**config.mk**
```make
export PLATFORM = sky130hd
export DESIGN_NAME = fetch_prefetch_unit
export DESIGN_NICKNAME = d
export VERILOG_FILES = /design/src/rtl/fetch_prefetch_unit.sv
export SDC_FILE = /design/constraint.sdc
export NUM_CORES = 1
export LEC_CHECK = 0
export CAP_MARGIN = 30
export CORE_ASPECT_RATIO = 0.7
export CORE_MARGIN = 2
export CORE_UTILIZATION = 37
export DETAILED_ROUTE_END_ITERATION = 6
export HOLD_SLACK_MARGIN = 0.15
export PLACE_DENSITY_LB_ADDON = 0.15
export SKIP_LAST_GASP = 1
export SLEW_MARGIN = 20
export SYNTH_ARGS = -nofsm -noshare
export SYNTH_HDL_FRONTEND = slang
export SYNTH_SLANG_ARGS = --single-unit
```
**constraint.sdc**
```tcl
create_clock -name clk_i -period 4 [get_ports clk_i]
set_clock_uncertainty 0.2 [all_clocks]
set_input_delay 0.6 -clock clk_i [delete_from_list [all_inputs] [get_ports clk_i]]
set_output_delay 0.6 -clock clk_i [all_outputs]
set_load 0.05 [all_outputs]
```
**src/rtl/fetch_prefetch_unit.sv**
```systemverilog
// fetch_prefetch_unit
//   Sequential instruction fetch stage with a small prefetch queue.
//   Fetch requests go out as word addresses over a valid/ready channel. The
//   memory answers in order, at least one cycle after it accepts a request.
//   Each kept response is stored in a queue with its pc. Decode drains the
//   queue through a valid/ready handshake. A redirect flushes the queue and
//   restarts fetch at the target. Any responses still in flight at that point
//   are counted and discarded as they arrive.
// Ports
//   clk_i, rst_i                 clock; synchronous active-high reset
//   redirect_valid_i/pc_i        redirect request and target (bits [1:0] ignored)
//   imem_req_valid_o/addr_o      fetch request toward memory
//   imem_req_ready_i             memory accepts the request
//   imem_rsp_valid_i/data_i      in-order instruction response
//   instr_valid_o/instr_o/pc_o   queue head toward decode (zeros when empty)
//   instr_ready_i                decode accepts the head
module fetch_prefetch_unit #(
    parameter int               XLEN       = 32,
    parameter logic [XLEN-1:0]  RESET_PC   = 32'h8000_0000,
    parameter int               FIFO_DEPTH = 4
) (
    input  logic            clk_i,
    input  logic            rst_i,
    input  logic            redirect_valid_i,
    input  logic [XLEN-1:0] redirect_pc_i,
    output logic            imem_req_valid_o,
    output logic [XLEN-1:0] imem_req_addr_o,
    input  logic            imem_req_ready_i,
    input  logic            imem_rsp_valid_i,
    input  logic [XLEN-1:0] imem_rsp_data_i,
    output logic            instr_valid_o,
    input  logic            instr_ready_i,
    output logic [XLEN-1:0] instr_o,
    output logic [XLEN-1:0] pc_o
);
    localparam int CW = $clog2(FIFO_DEPTH + 1);
    localparam int PW = $clog2(FIFO_DEPTH);
    localparam logic [CW-1:0] DEPTH_C = CW'(FIFO_DEPTH);
    localparam logic [CW:0]   DEPTH_W = (CW+1)'(FIFO_DEPTH);

    typedef struct packed {
        logic [XLEN-1:0] pc;
        logic [XLEN-1:0] instr;
    } entry_t;

    entry_t          q_mem [FIFO_DEPTH];
    logic [PW-1:0]   wr_ptr, rd_ptr;
    logic [CW-1:0]   count, outstanding, drop;
    logic [XLEN-1:0] fetch_pc, rsp_pc;

    logic            req_fire, push, pop;
    logic [CW:0]     credit_used;
    logic [CW-1:0]   outstanding_rsp;
    logic [XLEN-1:0] redirect_target;
    logic            redirect_pc_unused;

    assign redirect_target    = {redirect_pc_i[XLEN-1:2], 2'b00};
    assign redirect_pc_unused = |redirect_pc_i[1:0];

    // Every in-flight request owns a queue slot, including ones that will
    // be dropped. A kept response therefore always finds room.
    assign credit_used      = {1'b0, outstanding} + {1'b0, count};
    assign imem_req_valid_o = !rst_i && !redirect_valid_i && (credit_used < DEPTH_W);
    assign imem_req_addr_o  = fetch_pc;
    assign req_fire         = imem_req_valid_o && imem_req_ready_i;

    assign instr_valid_o = (count != '0);
    assign instr_o       = instr_valid_o ? q_mem[rd_ptr].instr : '0;
    assign pc_o          = instr_valid_o ? q_mem[rd_ptr].pc    : '0;
    assign pop           = instr_valid_o && instr_ready_i;

    // A response arriving in a redirect cycle belongs to the old stream.
    assign push = imem_rsp_valid_i && (drop == '0) && !redirect_valid_i;

    // In-flight count once this cycle's response has been retired.
    // A redirect sets this as the number of responses still to discard.
    assign outstanding_rsp = outstanding - CW'(imem_rsp_valid_i);

    always_ff @(posedge clk_i) begin
        if (rst_i) begin
            fetch_pc    <= RESET_PC;
            rsp_pc      <= RESET_PC;
            count       <= '0;
            outstanding <= '0;
            drop        <= '0;
            wr_ptr      <= '0;
            rd_ptr      <= '0;
        end else begin
            outstanding <= outstanding_rsp + CW'(req_fire);
            if (redirect_valid_i) begin
                fetch_pc <= redirect_target;
                rsp_pc   <= redirect_target;
                count    <= '0;
                wr_ptr   <= '0;
                rd_ptr   <= '0;
                drop     <= outstanding_rsp;
            end else begin
                if (req_fire)
                    fetch_pc <= fetch_pc + XLEN'(4);
                if (imem_rsp_valid_i && drop != '0)
                    drop <= drop - CW'(1);
                if (push) begin
                    wr_ptr <= wr_ptr + PW'(1);
                    rsp_pc <= rsp_pc + XLEN'(4);
                end
                if (pop)
                    rd_ptr <= rd_ptr + PW'(1);
                case ({push, pop})
                    2'b10:   count <= count + CW'(1);
                    2'b01:   count <= count - CW'(1);
                    default: count <= count;
                endcase
            end
        end
    end

    // Queue storage needs no reset; the pointers and count define validity.
    always_ff @(posedge clk_i) begin
        if (!rst_i && push)
            q_mem[wr_ptr] <= '{pc: rsp_pc, instr: imem_rsp_data_i};
    end

    a_no_push_full: assert property (@(posedge clk_i) disable iff (rst_i)
        !(push && count == DEPTH_C));
    a_no_orphan_rsp: assert property (@(posedge clk_i) disable iff (rst_i)
        !(imem_rsp_valid_i && outstanding == '0));

endmodule

```
# Word level (Yosys, flattened, before mapping)
# Memory sizes are Yosys's and may differ from the RTL's. A register that Yosys moved wholly into a read port is not among the register bits.
# Index checks and enable logic that the tools add are counted.
dict set report totals {
  romBits 0
  register_bits 77
  latchBits 0
  ram_bits 256
  output_inout_bits 98
  mem_count 1
  inputBits 70
  elab_cells 54
}
# memory words width rd rd_clocked_by_memory_dff wr line_no
set mem_list {}
lappend mem_list {q_mem 4 64 1 1 1 46} ;# entry_t q_mem [FIFO_DEPTH];
dict set report classes {
  magnitude_cmp 1
  eq_ne 2
  muxes 13
  add_sub_neg 10
  n_shift 0
  bitwise_logic 0
  n_mul 0
  reduce_logical 18
  div_mod_pow 0
}
# cell count
set op_table {}
lappend op_table {{two-way mux 32 bit} 6}
lappend op_table {{adder 32 x 3 -> 32 bit, second input constant} 2}
lappend op_table {{logical AND 1 bit} 8}
lappend op_table {{nonzero test 2 bit} 4}
lappend op_table {{two-way mux 3 bit} 2}
lappend op_table {{case mux 3 bit (2 select lines)} 1}
lappend op_table {{nonzero test 3 bit} 2}
lappend op_table {{subtractor 3 x 1 -> 3 bit, second input constant} 2}
lappend op_table {{adder 2 x 1 -> 2 bit, second input constant} 2}
lappend op_table {{adder 3 x 3 -> 4 bit} 1}
lappend op_table {{< comparator 4 x 3 -> 1 bit, second input constant} 1}
lappend op_table {{two-way mux 2 bit} 2}
lappend op_table {{adder 3 x 1 -> 3 bit} 1}
lappend op_table {{adder 3 x 1 -> 3 bit, second input constant} 1}
lappend op_table {{zero test 3 bit} 1}
lappend op_table {{subtractor 3 x 1 -> 3 bit} 1}
lappend op_table {{== test 2 x 1 -> 1 bit, second input constant} 1}
lappend op_table {{== test 2 bit, second input constant} 1}
lappend op_table {{zero test 1 bit} 2}
lappend op_table {{two-way mux 1 bit} 2}
lappend op_table {{OR reduction 2 bit} 1}

# Depth between registers and ports, before layout
# Gate-level depths: netlist of run 1.
dict set report depth {
  word_depth 6
  ltp_mapped 12
  mapped_depth_nobuf 10
}

# Least setup slack after synthesis of run 1
# No wires, ideal clock.
dict set report synth_path {
  kind {input to register}
  startpoint {in imem_rsp_valid_i}
  endpoint {mem q_mem[0][0] in the netlist's numbering (enable)}
  cell_stages 4
  required_time_ps 3373
  path_slack_ps 610
  arrival_time_ps 2763
  setup_time_ps 427
  n_path_buf 2
  cell_sequence {and3b_1 > buf_2 > buf_1 > and3_1}
}
dict set report synth_between {
  elab_chain_len 5
}
# element line_no
set synth_rtl {}
lappend synth_rtl {{start: declaration} 29} ;# input logic imem_rsp_valid_i,
lappend synth_rtl {{logical AND 1 bit (2 in series)} 73} ;# assign push = imem_rsp_valid_i && (drop == '0) && !redirect_valid_i;
lappend synth_rtl {{logical AND 1 bit} 119} ;# if (!rst_i && push)
lappend synth_rtl {{two-way mux 1 bit} 119}
lappend synth_rtl {{two-way mux 1 bit (implied by the code)} 120} ;# q_mem[wr_ptr] <= '{pc: rsp_pc, instr: imem_rsp_data_i};
lappend synth_rtl {{end: declaration} 46}
# No other way between the ends.

# Final worst setup path of run 1
dict set report layout_path {
  startpoint {reg count[0]}
  endpoint {out pc_o[3]}
}
dict set report layout_between {
  elab_chain_len 2
}
# element line_no
set layout_rtl {}
lappend layout_rtl {{start: declaration} 48} ;# logic [CW-1:0] count, outstanding, drop;
lappend layout_rtl {{start signal: assignment} 109} ;# 2'b10: count <= count + CW'(1);
lappend layout_rtl {{start signal: assignment} 110} ;# 2'b01: count <= count - CW'(1);
lappend layout_rtl {{start signal: assignment} 111} ;# default: count <= count;
lappend layout_rtl {{nonzero test 3 bit} 67} ;# assign instr_valid_o = (count != '0);
lappend layout_rtl {{two-way mux 32 bit} 69} ;# assign pc_o = instr_valid_o ? q_mem[rd_ptr].pc : '0;
lappend layout_rtl {{end: declaration} 34} ;# output logic [XLEN-1:0] pc_o
# No other way between the ends.

==> results.py, run 1 <==
metrics = {
    "drt": {
        "wl_per_cell_um": 19.6,
        "remaining_drc_errors": 0,
        "ant_nets": 0,
        "dr.first_iter.drc_count": 474,
        "num_vias": 7828,
        "dr.pass1.iters": 4,
        "vias_per_cell": 5.03,
        "wl_um": 30600,
    },
    "worst_setup_path": {
        "reg2reg_from": "count[0]",
        "cp.arrival_ns": 2.93,
        "end_kind": "output port",
        "critPathLaunchType": "flip-flop",
        "crit_type": "reg2out",
        "required_ns": 3.20,
        "r2r_setup_slack_ns": 1.21,
        "r2r-end": "count[2]",
        "rr_worst_depth": 8,
        "crit_fanout": 35,
    },
    "pwr": {
        "ir_worst_vdd_mv": 0.258,
        "p_leak_uw": 0.00547,
        "power-per-cell-area_nw_per_um2": 441,
    },
    "logic_synthesis": {
        "synthFlopType": "edfxtp_1",
        "synthTopCellsByArea": "edfxtp_1, dfxtp_1, mux4_2, and2_1, xnor2_1",
        "yosys_warnings": 0,
        "avgSynthCellArea_um2": 15.2,
        "synth_enable_flop_cells": 248,
        "yosys.cell_types.count": 59,
        "async_reset_ff_share_pct": 0,
        "synth_area_um2": 13500,
        "yosysMostFrequentCell": "edfxtp_1",
        "synth.top_cell.area_share_pct": 55.2,
        "synthCells": 885,
        "yosysTopAreaCell": "edfxtp_1",
        "synthTopCellsByCount": "edfxtp_1, dfxtp_1, and2_1",
        "synth_seq_area_share_pct": 66.3,
        "synth_seq_cells": 323,
    },
    "clock_tree": {
        "ctsRootBufferMaster": "clkbuf_16",
        "cts_hold_buffers": 0,
        "cts_setup_buffers": 0,
        "cts_made_buffers": 34,
        "clk_latency_ns": 0.51,
        "cts_tree": "built",
        "path_clk_slew_ns": 0.06,
        "htree_levels": 2,
        "clock_path_buffers": 3,
        "cts_resized": 0,
        "cts.sinks": 323,
    },
    "floorplanning": {
        "die_h_um": 164,
        "core_area_um2": 35900,
        "rows": 58,
        "dieWidth_um": 232,
        "start_util_pct": 37.6,
        "die_area_um2": 38000,
        "pin_count": 168,
    },
    "timing": {
        "finalWorstSetupSlack_ns": 0.269,
        "whs_ns": 0.314,
        "setup-violations-final": 0,
        "fmax_mhz": 268,
        "slew_viol_final": 0,
        "hold_violations": 0,
        "finalCritPeriodShare_pct": 93.3,
        "post-route-min-period_ns": 3.73,
        "rsz0062_at_grt": "no",
        "slew_headroom_pct": 51.3,
        "worst_pin_slew_ns": 0.731,
        "setup_tns_ns": 0,
    },
    "global_routing": {
        "antenna_found_initial": 1,
        "grt_pass1_vias": 7892,
        "grt_first_pass_wirelength_um": 46900,
        "gr-total-overflow": 0,
        "track_usage_pct": 16.3,
        "grt_max_degree": 72,
    },
    "hold_path": {
        "hold_path_class": "reg2reg",
        "hold_end": "imem_req_addr_o[3]",
        "min_from": "imem_req_addr_o[3]",
        "holdPathStages": 2,
    },
    "place": {
        "placed_area_um2": 15700,
        "dp_slack_ns": 0.734,
        "port_buffers": 161,
        "dp_hpwl_um": 19600,
        "gp_congestion": 0.783,
    },
    "cells_and_area": {
        "syn_to_final_growth_pct": 24.1,
        "n_antenna_cell": 0,
        "nets": 1138,
        "finish.instance_area_um2": 16700,
        "drive_gt1_share_pct": 14.6,
    },
    "status": {
        "status": "complete, no violations",
    },
    "flow_run": {
        "cap_violations": 0,
    },
}
-- routing by layer --
metal | vias up | share of wire, % | global-route usage, %
li1 | 3688 | - | -
met1 | 3929 | 49 | 24.1
met2 | 170 | 44 | 24.6
met3 | 39 | 5.4 | 3.39
met4 | 2 | 1.5 | 3.79
met5 | - | 0.052 | 0
-- kinds of logic after synthesis --
family	count (synthesis)	synth area share, %
AO/OA/AOI/OAI	102	4.89
XOR/XNOR	50	3.25
adder cells (fa/ha/maj)	16	1.54
buffers and inverters	81	2.46
flip-flops	323	66.3
multiplexers	67	10.8
other	1	0.0278
AND/OR/NAND/NOR	245	10.7
-- cell usage in the layout (no fill, tap or decap), drive strengths merged, types with 4 or more instances in the layout --
master           n
nor4             9
a21boi          27
a31oi           10
a211oi           7
and2            67
dfxtp           75
mux4            62
clkdlybuf4s50  159
and4             7
ha              15
nand3           20
inv             33
conb             4
and3            16
nor3            11
o21ai           10
nor2            32
a21oi           32
clkbuf          45
mux2             4
buf             18
or3             10
xor2            22
clkinv          12
edfxtp         248
xnor2           28
nand2           42
nand4           20
-- critical path: stages (launching register included) --
cell and delay (ns):
dfxtp_1 0.36, or3_2 0.77, buf_4 0.35, and2_1 0.18, clkdlybuf4s50_1 0.71
-- cell type report --
| type | instances | area [µm²] |
|---|---|---|
| fillers | 3160 | 19200 |
| flip-flops and latches | 323 | 8950 |
| multi-input cells | 484 | 4230 |
| repair buffers | 177 | 1810 |
| clock buffers | 45 | 923 |
| well taps | 480 | 601 |
| inverters | 32 | 120 |
| clock inverters | 16 | 108 |
-- where the power goes --
part           leakage [µW]  switching (µW)  internal, µW
logic               0.00210             388           263
registers           0.00287            90.3          3700
clock network      0.000503            1250          1690
total               0.00547            1730          5650
-- metrics by stage --
step                utilization (%)  power (µW)  cells
detailed placement             43.7        4510   1496
global placement               43.7        4510   1496
finish                         46.6        7380   1557
floorplan                         -        4240    888
CTS                            46.6        7490   1557
global route                   46.6        7680   1557
-- registers in the layout (all words and copies together) (netlist names), named ones only --
name,cells
drop,3
count,3
wr_ptr,2
rsp_pc,30
q_mem,248
imem_req_addr_o,30
rd_ptr,2
outstanding,3
-- how the worst max path moves through the flow --
stage | slack [ns] | startpoint | cells past startpoint | end
floorplan | 0.61 | imem_rsp_valid_i | 4 | q_mem[0][0]
global placement | 0.76 | count[0] | 4 | pc_o[2]
detailed placement | 0.73 | count[0] | 4 | pc_o[2]
CTS | 0.16 | count[0] | 4 | pc_o[2]
global route | 0.05 | count[0] | 4 | pc_o[3]
finish | 0.27 | count[0] | 4 | pc_o[3]
No activity file was read; power rests on OpenSTA's default activity.
==> inputs of run 2 (changes only) <==
--- a/config.mk
+++ b/config.mk
@@ -6,9 +6,9 @@
 export NUM_CORES = 1
 export LEC_CHECK = 0
 export CAP_MARGIN = 30
-export CORE_ASPECT_RATIO = 0.7
+export CORE_ASPECT_RATIO = 0.9
 export CORE_MARGIN = 2
-export CORE_UTILIZATION = 37
+export CORE_UTILIZATION = 55
 export DETAILED_ROUTE_END_ITERATION = 6
 export HOLD_SLACK_MARGIN = 0.15
 export PLACE_DENSITY_LB_ADDON = 0.15
==> results.py, run 2 (same netlist as run 1, synthesis figures left out) <==
metrics = {
    "drt": {
        "ant_nets": 0,
        "remaining_drc_errors": 0,
        "vias_per_cell": 5.65,
        "dr.pass1.iters": 5,
        "dr.first_iter.drc_count": 574,
        "wl_per_cell_um": 19.7,
        "wl_um": 27200,
        "num_vias": 7797,
    },
    "timing": {
        "hold_violations": 0,
        "worst_pin_slew_ns": 0.828,
        "post-route-min-period_ns": 3.75,
        "slew_headroom_pct": 44.8,
        "setup_tns_ns": 0,
        "rsz0062_at_grt": "no",
        "setup-violations-final": 0,
        "fmax_mhz": 267,
        "finalCritPeriodShare_pct": 93.6,
        "slew_viol_final": 0,
    },
    "floorplanning": {
        "die_area_um2": 25800,
        "core_area_um2": 24200,
        "pin_count": 168,
        "rows": 54,
        "start_util_pct": 55.8,
        "die_h_um": 153,
        "dieWidth_um": 169,
    },
    "cells_and_area": {
        "syn_to_final_growth_pct": 21.9,
        "nets": 1135,
        "n_antenna_cell": 0,
        "drive_gt1_share_pct": 13.7,
        "largest_reg_flops": 248,
        "top_register": "q_mem",
        "final_cell_mix": "edfxtp_1, clkdlybuf4s50_1, dfxtp_1",
        "final_common_cell": "edfxtp_1",
        "nFillCells": 1656,
    },
    "global_routing": {
        "grt_max_degree": 72,
        "track_usage_pct": 21.1,
        "grt_first_pass_wirelength_um": 42700,
        "antenna_found_initial": 0,
        "gr-total-overflow": 0,
        "grt_pass1_vias": 7735,
    },
    "worst_setup_path": {
        "end_kind": "output port",
        "crit_fanout": 45,
        "critPathLaunchType": "flip-flop",
        "required_ns": 3.20,
        "cp.arrival_ns": 2.95,
        "crit_chain": "or3_2 -> buf_12 -> and2_1 -> clkdlybuf4s50_1",
        "crit_type": "reg2out",
        "max_stage_delay_ns": 0.84,
        "crit_path_top_delay_cell": "or3_2",
    },
    "pwr": {
        "p_int_uw": 5430,
        "p_clk_share_pct": 37.5,
        "switching_share_pct": 23.4,
        "p_switching_uw": 1650,
        "p_leak_uw": 0.00541,
        "p_comb_share_pct": 9.1,
        "p_seq_share_pct": 53.4,
        "total_power_uw": 7080,
        "ir_worst_vdd_mv": 0.429,
        "power-per-cell-area_nw_per_um2": 431,
    },
    "hold_path": {
        "hold_path_class": "reg2reg",
    },
    "clock_tree": {
        "path_clk_slew_ns": 0.07,
        "htree_levels": 1,
        "ctsRootBufferMaster": "clkbuf_16",
        "cts_resized": 0,
        "cts_hold_buffers": 1,
        "cts_tree": "built",
        "cts.sinks": 323,
        "clk_latency_ns": 0.56,
        "cts_made_buffers": 31,
        "clock_path_buffers": 3,
        "cts_setup_buffers": 0,
    },
    "place": {
        "dp_hpwl_um": 16700,
        "port_buffers": 161,
        "gp_congestion": 0.833,
    },
    "flow_run": {
        "cap_violations": 0,
    },
    "status": {
        "status": "complete, no violations",
    },
}
==> run 2: power groups by stage <==
stage | sequential (µW) | clock [µW] | combinational, µW
global route | 3790 | 2830 | 695
finish | 3780 | 2650 | 646
global placement | 3850 | 0 | 639
detailed placement | 3850 | 0 | 647
floorplan | 3900 | 0 | 340
CTS | 3780 | 2700 | 651
==> run 2: worst paths after layout <==
check | startpoint | end | slack, ns | depth (start not counted)
hold / removal | count[2] | count[2] | 0.31 | 2
setup / recovery | count[0] | instr_o[4] | 0.25 | 4
hold reg to reg | count[2] | count[2] | 0.31 | 2
setup reg to reg | count[0] | count[2] | 0.93 | 9
==> run 2: metrics by stage <==
| step | utilization [%] | instances | instance area, µm² | hold slack [ns] | setup slack (ns) |
|---|---|---|---|---|---|
| after floorplan | - | 888 | 13500 | 0.271 | 0.610 |
| after global placement | 64.2 | 1323 | 15500 | 0.298 | 0.796 |
| after detailed placement | 64.2 | 1323 | 15500 | 0.304 | 0.764 |
| after CTS | 68.0 | 1380 | 16400 | 0.314 | 0.175 |
| after global routing | 68.0 | 1380 | 16400 | 0.346 | 0.101 |
| final | 68.0 | 1380 | 16400 | 0.311 | 0.255 |
==> run 2: metal layers <==
metal | up-vias | routed length [µm] | track usage [%]
met1 | 3853 | 12400 | 30.9
met3 | 30 | 1610 | 3.35
met4 | 0 | 497 | 4.52
met2 | 237 | 12700 | 34.0
met5 | - | 0 | 0
li1 | 3677 | - | -
==> run 2: area by class of cell <==
cell class | instances | area (µm²) | area share, %
Clock buffer | 35 | 791 | 4.81
Timing Repair Buffer | 177 | 1850 | 11.3
Clock inverter | 21 | 120 | 0.730
Multi-Input combinational cell | 484 | 4230 | 25.7
Sequential cell | 323 | 8950 | 54.4
Inverter | 32 | 120 | 0.730
Tap cell | 308 | 385 | 2.34
==> run 2: critical path, delay by kind of cell (launching register included) <==
kind | cells | cell delay, ns
simple gates | 2 | 1.00
flops | 1 | 0.35
buf+inv | 2 | 1.01
